File: config.mk
export PLATFORM = sky130hd
export DESIGN_NAME = lmc_pc_branch
export DESIGN_NICKNAME = d
export VERILOG_FILES = /design/src/rtl/lmc_pc_branch.sv
export SDC_FILE = /design/constraint.sdc
export NUM_CORES = 1
export LEC_CHECK = 0
export CAP_MARGIN = 0
export CORE_UTILIZATION = 30
export DETAILED_ROUTE_END_ITERATION = 10
export GPL_ROUTABILITY_DRIVEN = 0
export HOLD_SLACK_MARGIN = 0.12
export PLACE_DENSITY = 0.69
export SLEW_MARGIN = 20
export SYNTH_ARGS = -nofsm -noshare
export SYNTH_HDL_FRONTEND = slang
export SYNTH_SLANG_ARGS = --single-unit
export TNS_END_PERCENT = 50
File: constraint.sdc
create_clock -name timer555 -period 1.7 [get_ports timer555]
set_input_delay 0.34 -clock timer555 [delete_from_list [all_inputs] [get_ports timer555]]
set_output_delay 0.34 -clock timer555 [all_outputs]
set_load 0.01 [all_outputs]
File: src/rtl/lmc_pc_branch.sv
// lmc_pc_branch: LMC program counter with a run/idle/halt FSM and
// accumulator-conditioned branch resolution.
// Optional return stack (call/ret/stack_err) is built when LMC_CALL_STACK_EN is defined.
module lmc_pc_branch #(
   parameter int ADDR_WIDTH  = 4,
   parameter int DATA_WIDTH  = 8,
   parameter int STACK_DEPTH = 4
) (
   input  logic                  timer555,
   input  logic                  reset_n,
   input  logic                  clear,
   input  logic                  run,
   input  logic                  step,
   input  logic                  halt_req,
   input  logic                  jmp,
   input  logic                  z_jmp,
   input  logic                  pz_jmp,
   input  logic [ADDR_WIDTH-1:0] target,
   input  logic [DATA_WIDTH-1:0] acc,
`ifdef LMC_CALL_STACK_EN
   input  logic                  call,
   input  logic                  ret,
   output logic                  stack_err,
`endif
   output logic [ADDR_WIDTH-1:0] pc,
   output logic                  z_flag,
   output logic                  pz_flag,
   output logic                  taken,
   output logic                  wrap,
   output logic                  running,
   output logic                  halted
);

   typedef enum logic [1:0] {IDLE, RUN, HALT} state_t;

   state_t                  state_q, state_d;
   logic [ADDR_WIDTH-1:0]   pc_q, pc_d;
   logic                    taken_q, taken_d;
   logic                    wrap_q, wrap_d;
   logic [ADDR_WIDTH-1:0]   pc_inc;

`ifdef LMC_CALL_STACK_EN
   localparam int SPW = $clog2(STACK_DEPTH + 1);
   localparam int IW  = (STACK_DEPTH > 1) ? $clog2(STACK_DEPTH) : 1;
   localparam logic [SPW-1:0] FULL = SPW'(STACK_DEPTH);

   logic [ADDR_WIDTH-1:0]   stk_q [STACK_DEPTH];
   logic [ADDR_WIDTH-1:0]   stk_d [STACK_DEPTH];
   logic [SPW-1:0]          sp_q, sp_d, sp_m1;
   logic                    err_q, err_d;

   assign sp_m1     = sp_q - SPW'(1);
   assign stack_err = err_q;
`else
   // Depth only sizes the optional stack; referenced here so the default build stays tidy.
   localparam logic [STACK_DEPTH-1:0] DEPTH_UNUSED = '0;
`endif

   assign pc_inc  = pc_q + ADDR_WIDTH'(1);
   assign z_flag  = (acc == '0);
   assign pz_flag = ~acc[DATA_WIDTH-1];
   assign pc      = pc_q;
   assign taken   = taken_q;
   assign wrap    = wrap_q;
   assign running = (state_q == RUN);
   assign halted  = (state_q == HALT);

   // Next state: clear wins, then per-state behaviour; taken/wrap are one-cycle pulses.
   always_comb begin
      state_d = state_q;
      pc_d    = pc_q;
      taken_d = 1'b0;
      wrap_d  = 1'b0;
`ifdef LMC_CALL_STACK_EN
      stk_d   = stk_q;
      sp_d    = sp_q;
      err_d   = err_q;
`endif
      if (clear) begin
         state_d = IDLE;
         pc_d    = '0;
`ifdef LMC_CALL_STACK_EN
         sp_d    = '0;
         err_d   = 1'b0;
`endif
      end else begin
         case (state_q)
            IDLE: state_d = run ? RUN : IDLE;
            RUN: begin
               if (!run) begin
                  state_d = IDLE;
               end else if (step) begin
                  if (halt_req) begin
                     state_d = HALT;
                  end
`ifdef LMC_CALL_STACK_EN
                  else if (call) begin
                     if (sp_q == FULL) begin
                        err_d   = 1'b1;
                        state_d = HALT;
                     end else begin
                        stk_d[sp_q[IW-1:0]] = pc_inc;
                        sp_d    = sp_q + SPW'(1);
                        pc_d    = target;
                        taken_d = 1'b1;
                     end
                  end else if (ret) begin
                     if (sp_q == '0) begin
                        err_d   = 1'b1;
                        state_d = HALT;
                     end else begin
                        pc_d    = stk_q[sp_m1[IW-1:0]];
                        sp_d    = sp_m1;
                        taken_d = 1'b1;
                     end
                  end
`endif
                  else if (jmp || (z_jmp && z_flag) || (pz_jmp && pz_flag)) begin
                     pc_d    = target;
                     taken_d = 1'b1;
                  end else begin
                     pc_d   = pc_inc;
                     wrap_d = &pc_q;
                  end
               end
            end
            default: state_d = HALT;
         endcase
      end
   end

   // State and PC registers, asynchronously cleared.
   always_ff @(posedge timer555 or negedge reset_n) begin
      if (!reset_n) begin
         state_q <= IDLE;
         pc_q    <= '0;
         taken_q <= 1'b0;
         wrap_q  <= 1'b0;
`ifdef LMC_CALL_STACK_EN
         stk_q   <= '{default: '0};
         sp_q    <= '0;
         err_q   <= 1'b0;
`endif
      end else begin
         state_q <= state_d;
         pc_q    <= pc_d;
         taken_q <= taken_d;
         wrap_q  <= wrap_d;
`ifdef LMC_CALL_STACK_EN
         stk_q   <= stk_d;
         sp_q    <= sp_d;
         err_q   <= err_d;
`endif
      end
   end

endmodule

==> results.tsv, run 1 <==
metric	value	unit
status	finished, final reports clean	
dpl_cell_area	817	sq um
p_leak	0.000415	uW
timing.rr.start	state_q[1]	
start_util	33.8	%
cp-end-kind	register	
synthToLayoutAreaGrowth	82.1	%
met2_usage	23.4	%
cp_data_arrival_time	1.80	ns
tightest_slew	0.373	ns
post_cts_buffers	0	
cts_max_level	1	
synth_common_cells	8 x dfrtp_1, 6 x inv_1, 5 x nor2_1, 3 x mux2i_1, 3 x nand2_1	
rr_worst_depth	3	
finalHoldViolCount	0	
synth_top_cell_area_share	42.8	%
worst_setup_path_start_kind	primary input	
fin_nets	111	
drtIter0Drc	12	
setup_viol	0	
yosys.area.top_type	dfrtp_1	
crit_type	in -> reg	
dp_slack	-0.567	ns
insertion_delay	0.24	ns
regArea	200	sq um
grt_pass1_wl	1.93	mm
syn_area	468	sq um
clkSinkCount	8	
fmax	0.597	GHz
overflow	0	
critical_path.max_fanout	2	
rrSetupSlack	0.20	ns
grtUsageMet3	3.91	%
r2r_end	pc[3]	
final.period_utilization	98.5	%
synth.net_count	72	
maxCapViolations	0	
nFillCells	115	
fp.coreArea	1380	sq um
fin_ws	0.0263	ns
design_power_total	435	uW
multi_input_area	264	sq um
cts_tree	done	
vias_per_cell	5.01	
synth_area_leaders	dfrtp_1 43%, mux2i_1 6.4%, inv_1 4.8%, nor2_1 4.0%, a31oi_1 2.7%	
stdcell_area	852	sq um
die_area	1720	sq um
min_period	1.67	ns
yosys_register_bits	8	
dp_hpwl	925	um
numCtsBuffers	3	
ys_warn_count	0	
syn_avg_cell_area	9.36	sq um
final_antenna_net_count	0	
cts_hold_buf	0	
async_flop_share	100	%
use_met1	17.7	%
min_path_type	in -> async	
portBuffers	30	
placementRows	13	
grt_max_degree	9	
grt_usage	14.6	%
slew_violations	0	
cts_root_buffer	clkbuf_4	
grt_antenna_before_repair	0	
route.detailed.drc	0	
synth_edf_count	0	
ys_seq_area_share	42.8	%
top_level_ports	31	
synth.most_common_cell	dfrtp_1	
irDropWorstVdd	0.223	mV
first_global_vias	481	
layout-drive-gt1-share	24.1	%
drt-total-wl	1.16	mm
vias	511	
wl_per_cell	11.4	um
die_w	41.5	um
netlist_instances	50	
critical_path_required	1.83	ns
max_slew_margin	75.1	%
synth-main-ff-cell	dfrtp_1	
path_clk_slew	0.06	ns
fin_skew	0.00279	ns
busiest_layer	met2	
cts_max_path_buffers	2	
rsz0062_at_grt	true	
p_per_area	511	nW/um^2
die_h	41.5	um
synth.distinct_cells	26	
antenna-diode-count	0	
first_pass_iters	4	
-- per-layer routing --
metal | routed length, um | vias up
met3 | 68 | 2
met4 | 14 | 0
li1 | - | 253
met2 | 560 | 25
met1 | 515 | 231
met5 | 0 | -
-- timing repair --
| action | 4_1_cts | 5_1_grt |
|---|---|---|
| pin swaps | 5 | 0 |
| gates resized for setup | 27 | 3 |
| cloned | 0 | 0 |
| setup endpoints to repair | 8 | 3 |
-- cell usage in the layout, fill, tap and decap left out, types with 2 or more instances in the layout --
cell / netlist / final
a31oi_1: 2 / 2
buf_2: 0 / 4
buf_4: 0 / 4
clkbuf_4: 0 / 3
clkdlybuf4s15_1: 0 / 3
clkdlybuf4s50_1: 0 / 19
dfrtp_1: 8 / 8
dlygate4sd2_1: 0 / 2
dlymetal6s2s_1: 0 / 2
inv_1: 6 / 6
mux2i_1: 3 / 3
nand2_1: 3 / 3
nor2_1: 5 / 4
nor2b_1: 2 / 2
o22ai_1: 2 / 2
or4_4: 1 / 2
-- registers in the layout, summed over array words and instances, names as in the netlist --
| register | count |
|---|---|
| state_q | 2 |
| taken | 1 |
| pc | 4 |
| wrap | 1 |
-- power breakdown --
part | total [uW] | switching [uW] | internal, uW
Sequential | 196 | 2.88 | 194
Clock | 142 | 61.3 | 80.6
Combinational | 96.9 | 33.1 | 63.7
-- area by class of cell --
| cell class | count | share of cell area (%) |
|---|---|---|
| well taps | 15 | 2.20 |
| multi-input cells | 35 | 31.0 |
| inverters | 6 | 2.64 |
| flip-flops and latches | 8 | 23.5 |
| clock buffers | 3 | 2.64 |
| repair buffers | 35 | 38.0 |
-- through the flow --
step                      hold WS, ns  TNS (ns)  util, %  std cells
after floorplan                0.0444    -0.174        -         50
after global placement          0.498     -3.26     59.1         99
after detailed placement        0.508     -3.35     59.1         99
after CTS                       0.392         0     60.5        102
after global routing            0.409  -0.00960     61.6        102
final                           0.376         0     61.6        102
-- worst max path at each step --
stage / from / to / slack, ns / depth (start not counted)
floorplan: acc[1] / pc[0] / -0.17 / 5
detailed placement: acc[5] / z_flag / -0.57 / 4
finish: acc[5] / pc[0] / 0.03 / 5
CTS: acc[2] / pc[0] / 0.01 / 5
global placement: acc[5] / z_flag / -0.56 / 4
global route: acc[2] / pc[0] / -0.01 / 5
-- logic make-up after synthesis --
family                   synth area share, %
AO/OA/AOI/OAI                           13.9
buffers and inverters                   7.22
adder cells (fa/ha/maj)                 2.67
flip-flops                              42.8
multiplexers                            6.42
AND/OR/NAND/NOR                         27.0
-- critical path, cell delays in order --
cell           delay [ns]
dlygate4sd2_1        0.23
or4_4                0.43
o311a_4              0.37
or2_0                0.22
a32o_1               0.22
Note: power is estimated with default switching activity, not from simulation.
==> run 2: changes to the inputs <==
Settings changed: SLEW_MARGIN 20 to default.
Clock period 1.7 ns to 1.55 ns, I/O delays scaled along.
==> run 2 against run 1 <==
  * The run now ends with setup timing left
  * Non-clock buffer count rose by 1
  * Count of clock-buffer cells in the layout unchanged
  * Critical path depth unchanged
  * Critical endpoint unchanged
  * Largest power group unchanged
  * Highest routed layer unchanged
==> results.tsv, run 2 (same netlist as run 1, synthesis figures left out) <==
metric	value	unit	change
irDropWorstVdd	0.235	mV	+5.3%
switching_share	24.9	%	+2.5 points
max_stage_delay	0.53	ns	+0.10 ns
final.setup.tns	-0.0644	ns	-0.0644 ns
fin_ws	-0.0440	ns	-0.0703 ns
layout.cells.non_filler	103		+0.98%
min_period	1.59	ns	
synthToLayoutAreaGrowth	86.4	%	
startpoint	acc[2]		
grt_pass1_wl	2.16	mm	+12%
layout_common_cells	15 x clkdlybuf4s50_1, 8 x dfrtp_1, 6 x inv_1		
cp-end-kind	register		
wl_per_cell	13.1	um	+15%
holdWs	0.324	ns	-0.0512 ns
first_global_vias	532		+11%
cts_tree	done		
path_buf_inv	1		unchanged
grt_max_degree	9		unchanged
fp.coreArea	1380	sq um	unchanged
switchingPower	124	uW	+28%
die_w	41.5	um	unchanged
violations	setup timing		
grt_usage	17.0	%	+2.4 points
cts_hold_buf	0		unchanged
numCtsBuffers	3		unchanged
cts_max_level	1		unchanged
critical_path_required	1.70	ns	-0.13 ns
die_area	1720	sq um	unchanged
die_h	41.5	um	unchanged
setup_viol	3		+3
route.detailed.drc	0		unchanged
p_leak	0.000456	uW	+10%
largest_reg_flops	4		unchanged
drtIter0Drc	12		unchanged
path_clk_slew	0.06	ns	about the same
start_util	33.8	%	unchanged
cp_data_arrival_time	1.74	ns	-0.06 ns
final_antenna_net_count	0		unchanged
status	finished, violations left		
top_level_ports	31		unchanged
cp_top_family	simple AND/OR/NAND/NOR gates		
clkSinkCount	8		unchanged
design_power_total	499	uW	+15%
final_common_cell	clkdlybuf4s50_1		
max_slew_margin	75.4	%	+0.31 points
fin_skew	0.00327	ns	+0.000483 ns
vias_per_cell	5.12		+2.1%
maxCapViolations	0		unchanged
finalHoldViolCount	0		unchanged
portBuffers	30		unchanged
layout-drive-gt1-share	29.5	%	+5.4 points
fin_nets	112		+0.90%
slew_violations	0		unchanged
rrSetupSlack	0.08	ns	-0.12 ns
timing.rr.start	state_q[1]		
pwr-share-clk	33.9	%	+1.3 points
tightest_slew	0.368	ns	-0.00469 ns
overflow	0		unchanged
placementRows	13		unchanged
nFillCells	109		-5.2%
rsz0062_at_grt	true		
fmax	0.627	GHz	
crit_type	in -> reg		
cts_max_path_buffers	2		unchanged
drt-total-wl	1.35	mm	+17%
min_path_type	in -> async		
comb_power_share	23.0	%	+0.7 points
cp_slowest_cell	or4_4		
first_pass_iters	4		unchanged
stdcell_area	872	sq um	+2.3%
dp_hpwl	1.03	mm	+11%
cts_root_buffer	clkbuf_4		
antenna-diode-count	0		unchanged
dp_cells	100		+1.0%
path_cells	buf_6, or4_4, o311a_4, or2_0, a32o_1		
grt_antenna_before_repair	0		unchanged
p_per_area	573	nW/um^2	+12%
insertion_delay	0.26	ns	+0.02 ns
internal_power	375	uW	+11%
critical_path.max_fanout	2		unchanged
final.period_utilization	103	%	
vias	527		+3.1%
worst_setup_path_start_kind	primary input		
dpl_cell_area	825	sq um	+0.92%
pwr-share-seq	43.1	%	-2.0 points
==> run 2: path summary, 6_finish.rpt <==
path	depth (start not counted)	to
worst max-delay path	5	pc[0]
worst min-delay path	1	pc[3]
worst max register to register	3	pc[2]
worst min register to register	2	pc[1]
max in group asynchronous	1	pc[0]
min in group timer555	2	pc[1]
==> run 2: final cells by class <==
| cell class | instances | area, sq um | share of cell area, % |
|---|---|---|---|
| repair buffers | 36 | 332 | 38.0 |
| flip-flops and latches | 8 | 200 | 23.0 |
| well taps | 15 | 18.8 | 2.15 |
| inverters | 6 | 22.5 | 2.58 |
| multi-input cells | 35 | 277 | 31.7 |
| clock buffers | 3 | 22.5 | 2.58 |
==> run 2: power by group through the flow <==
stage	clock [uW]	combinational, uW	sequential (uW)
5_1_grt	178	124	216
3_5_place_dp	0	113	219
4_1_cts	171	107	215
6_report	169	115	215
2_1_floorplan	0	34.6	219
3_3_place_gp	0	111	219
==> run 2: repair_timing <==
action | in CTS | in global routing
gates resized for setup | 33 | 11
buffers inserted | 0 | 0
pin swaps | 5 | 4
setup endpoints to repair | 10 | 7
==> run 2: per-stage QoR <==
stage / worst slack (ns) / utilization [%]
after floorplan: -0.294 / -
after detailed placement: -0.663 / 59.6
final: -0.0440 / 63.1
after global routing: -0.0866 / 63.1
after global placement: -0.647 / 59.6
after CTS: -0.0309 / 60.2
==> run 2: layer usage <==
| metal | vias to the layer above | part of all wire, % | wire, um | track usage, % |
|---|---|---|---|---|
| met3 | 4 | 7.3 | 99 | 6.09 |
| li1 | 255 | - | - | - |
| met1 | 240 | 38 | 519 | 17.6 |
| met4 | 0 | 2.3 | 31 | 11.6 |
| met5 | - | 0 | 0 | 0 |
| met2 | 28 | 52 | 701 | 28.4 |
==> run 3: changes to the inputs <==
Settings changed: PLACE_DENSITY 0.69 to 0.72.
Clock period 1.55 ns to 1.45 ns, I/O delays scaled along.
==> run 3 against run 2 <==
  * The run still ends with setup timing left
  * Global-route usage shrank 1.0 points
  * Via count grew 1.1%
  * Critical path type unchanged
  * Die area is the same
  * Utilization is 1.7 points lower
  * Sequential share of layout area rose by 0.64 points
  * Flip-flop and latch count stayed put
  * Sequential power is 7% higher
  * Hold slack about the same
  * Worst setup slack worse by 0.054 ns
  * First-iteration DRC count fell by 58%
  * Critical endpoint unchanged
  * Non-clock buffer count is 1 higher
==> results.tsv, run 3 (same netlist as run 1, synthesis figures left out) <==
metric	value	unit	change
post_cts_buffers	0		unchanged
die_area	1720	sq um	unchanged
cts_root_buffer	clkbuf_4		
fin_skew	0.00231	ns	-0.000961 ns
holdWs	0.324	ns	-0.000118 ns
pwr-share-clk	33.0	%	-0.9 points
drtIter0Drc	5		-7
cp_data_arrival_time	1.69	ns	-0.05 ns
r2r_end	pc[2]		
cp-end-kind	register		
clkSinkCount	8		unchanged
fp.coreArea	1380	sq um	unchanged
largest_reg_flops	4		unchanged
grt_max_degree	9		unchanged
dp_cells	101		+1.0%
p_per_area	611	nW/um^2	+6.7%
comb_power_share	22.7	%	-0.3 points
switching_share	23.4	%	-1.5 points
finalHoldViolCount	0		unchanged
final_common_cell	clkdlybuf4s50_1		
crit_type	in -> reg		
route.detailed.drc	0		unchanged
fin_ws	-0.0984	ns	-0.0544 ns
antenna-diode-count	0		unchanged
max_slew_margin	74.5	%	-0.85 points
rr_worst_depth	4		+1
fmax	0.646	GHz	
start_util	33.8	%	unchanged
worst_setup_path_start_kind	primary input		
setup_viol	6		+3
grt_pass1_wl	2.11	mm	-2.2%
layout.cells.non_filler	104		+0.97%
wl_per_cell	11.7	um	-11%
grt_usage	16.0	%	-1.0 points
top_level_ports	31		unchanged
die_w	41.5	um	unchanged
critical_path_required	1.59	ns	-0.11 ns
rrSetupSlack	0.04	ns	-0.04 ns
vias	533		+1.1%
cts_max_level	1		unchanged
switchingPower	121	uW	-2.6%
placementRows	13		unchanged
violations	setup timing		
overflow	0		unchanged
layout-drive-gt1-share	30.3	%	+0.79 points
p_leak	0.000424	uW	-7.0%
slew_violations	0		unchanged
tightest_slew	0.381	ns	+0.0126 ns
irDropWorstVdd	0.242	mV	+2.8%
design_power_total	518	uW	+3.7%
portBuffers	30		unchanged
synthToLayoutAreaGrowth	81.3	%	
final.period_utilization	107	%	
final_antenna_net_count	0		unchanged
numCtsBuffers	3		unchanged
pwr-share-seq	44.4	%	+1.3 points
fin_nets	113		+0.89%
timing.rr.start	state_q[1]		
path_clk_slew	0.06	ns	about the same
cts_max_path_buffers	2		unchanged
layout_common_cells	15 x clkdlybuf4s50_1, 8 x dfrtp_1, 7 x buf_4		
internal_power	397	uW	+5.9%
cts_tree	done		
maxCapViolations	0		unchanged
die_h	41.5	um	unchanged
insertion_delay	0.25	ns	about the same
dp_slack	-0.699	ns	-0.0365 ns
first_pass_iters	4		unchanged
drt-total-wl	1.22	mm	-9.8%
rsz0062_at_grt	true		
dp_hpwl	933	um	-9.0%
first_global_vias	525		-1.3%
status	finished, violations left		
min_period	1.55	ns	
grt_antenna_before_repair	0		unchanged
vias_per_cell	5.13		+0.17%
min_path_type	in -> async		
critical_path.max_fanout	2		unchanged
-- run 3: cell types whose count changed in the layout (fill, tap and decap cells not counted) --
cell             delta
o311a_4             -1
o21ba_2             -1
o311a_1             +1
o21ba_4             +1
buf_4               +2
clkdlybuf4s15_1     +1
buf_2               +2
dlymetal6s2s_1      -2
buf_6               -3
clkbuf_2            +1
-- run 3: cell type report --
| cell class | count | area [sq um] |
|---|---|---|
| timing repair buffer | 37 | 313 |
| fill | 125 | 534 |
| tap | 15 | 18.8 |
| inverter | 6 | 22.5 |
| clock buffer | 3 | 22.5 |
| sequential | 8 | 200 |
| multi-input combinational | 35 | 272 |
-- run 3: power groups by stage --
stage          sequential [uW]  combinational (uW)  clock (uW)
2_1_floorplan              234                37.0           0
3_3_place_gp               233                 119           0
3_5_place_dp               233                 120           0
4_1_cts                    229                 114         179
5_1_grt                    230                 129         196
6_report                   230                 118         171
-- run 3: metal layers --
layer  part of all wire, %  global-route usage, %
met1                    43                   18.3
met2                    49                   25.6
met3                   6.2                   3.91
met4                   1.8                   11.6
met5                     0                      0
-- run 3: worst max path at each step --
stage | start | endpoint | slack [ns] | cells past startpoint
final | acc[4] | pc[0] | -0.1 | 5
after global routing | acc[5] | pc[0] | -0.14 | 5
after CTS | acc[6] | pc[0] | -0.11 | 5
after detailed placement | acc[5] | z_flag | -0.70 | 4
after global placement | acc[5] | z_flag | -0.71 | 4
after floorplan | acc[1] | pc[0] | -0.37 | 5
-- run 3: repair_timing --
action / CTS / global route
endpoints found under the setup margin: 13 / 10
pin swaps: 6 / 1
hold buffers: 0 / 0
resized for setup: 34 / 9
-- run 3: worst max-delay path, cell delays in order --
cell	delay (ns)
buf_2	0.10
or4_4	0.50
o311a_1	0.35
or2_0	0.22
a32o_1	0.22
-- run 3: stage by stage --
step / TNS (ns) / utilization (%) / instance area (sq um)
final: -0.347 / 61.4 / 848
after detailed placement: -4.80 / 60.2 / 832
after global routing: -0.647 / 61.4 / 848
after global placement: -4.74 / 60.2 / 832
after floorplan: -0.976 / - / 472
after CTS: -0.376 / 60.5 / 836
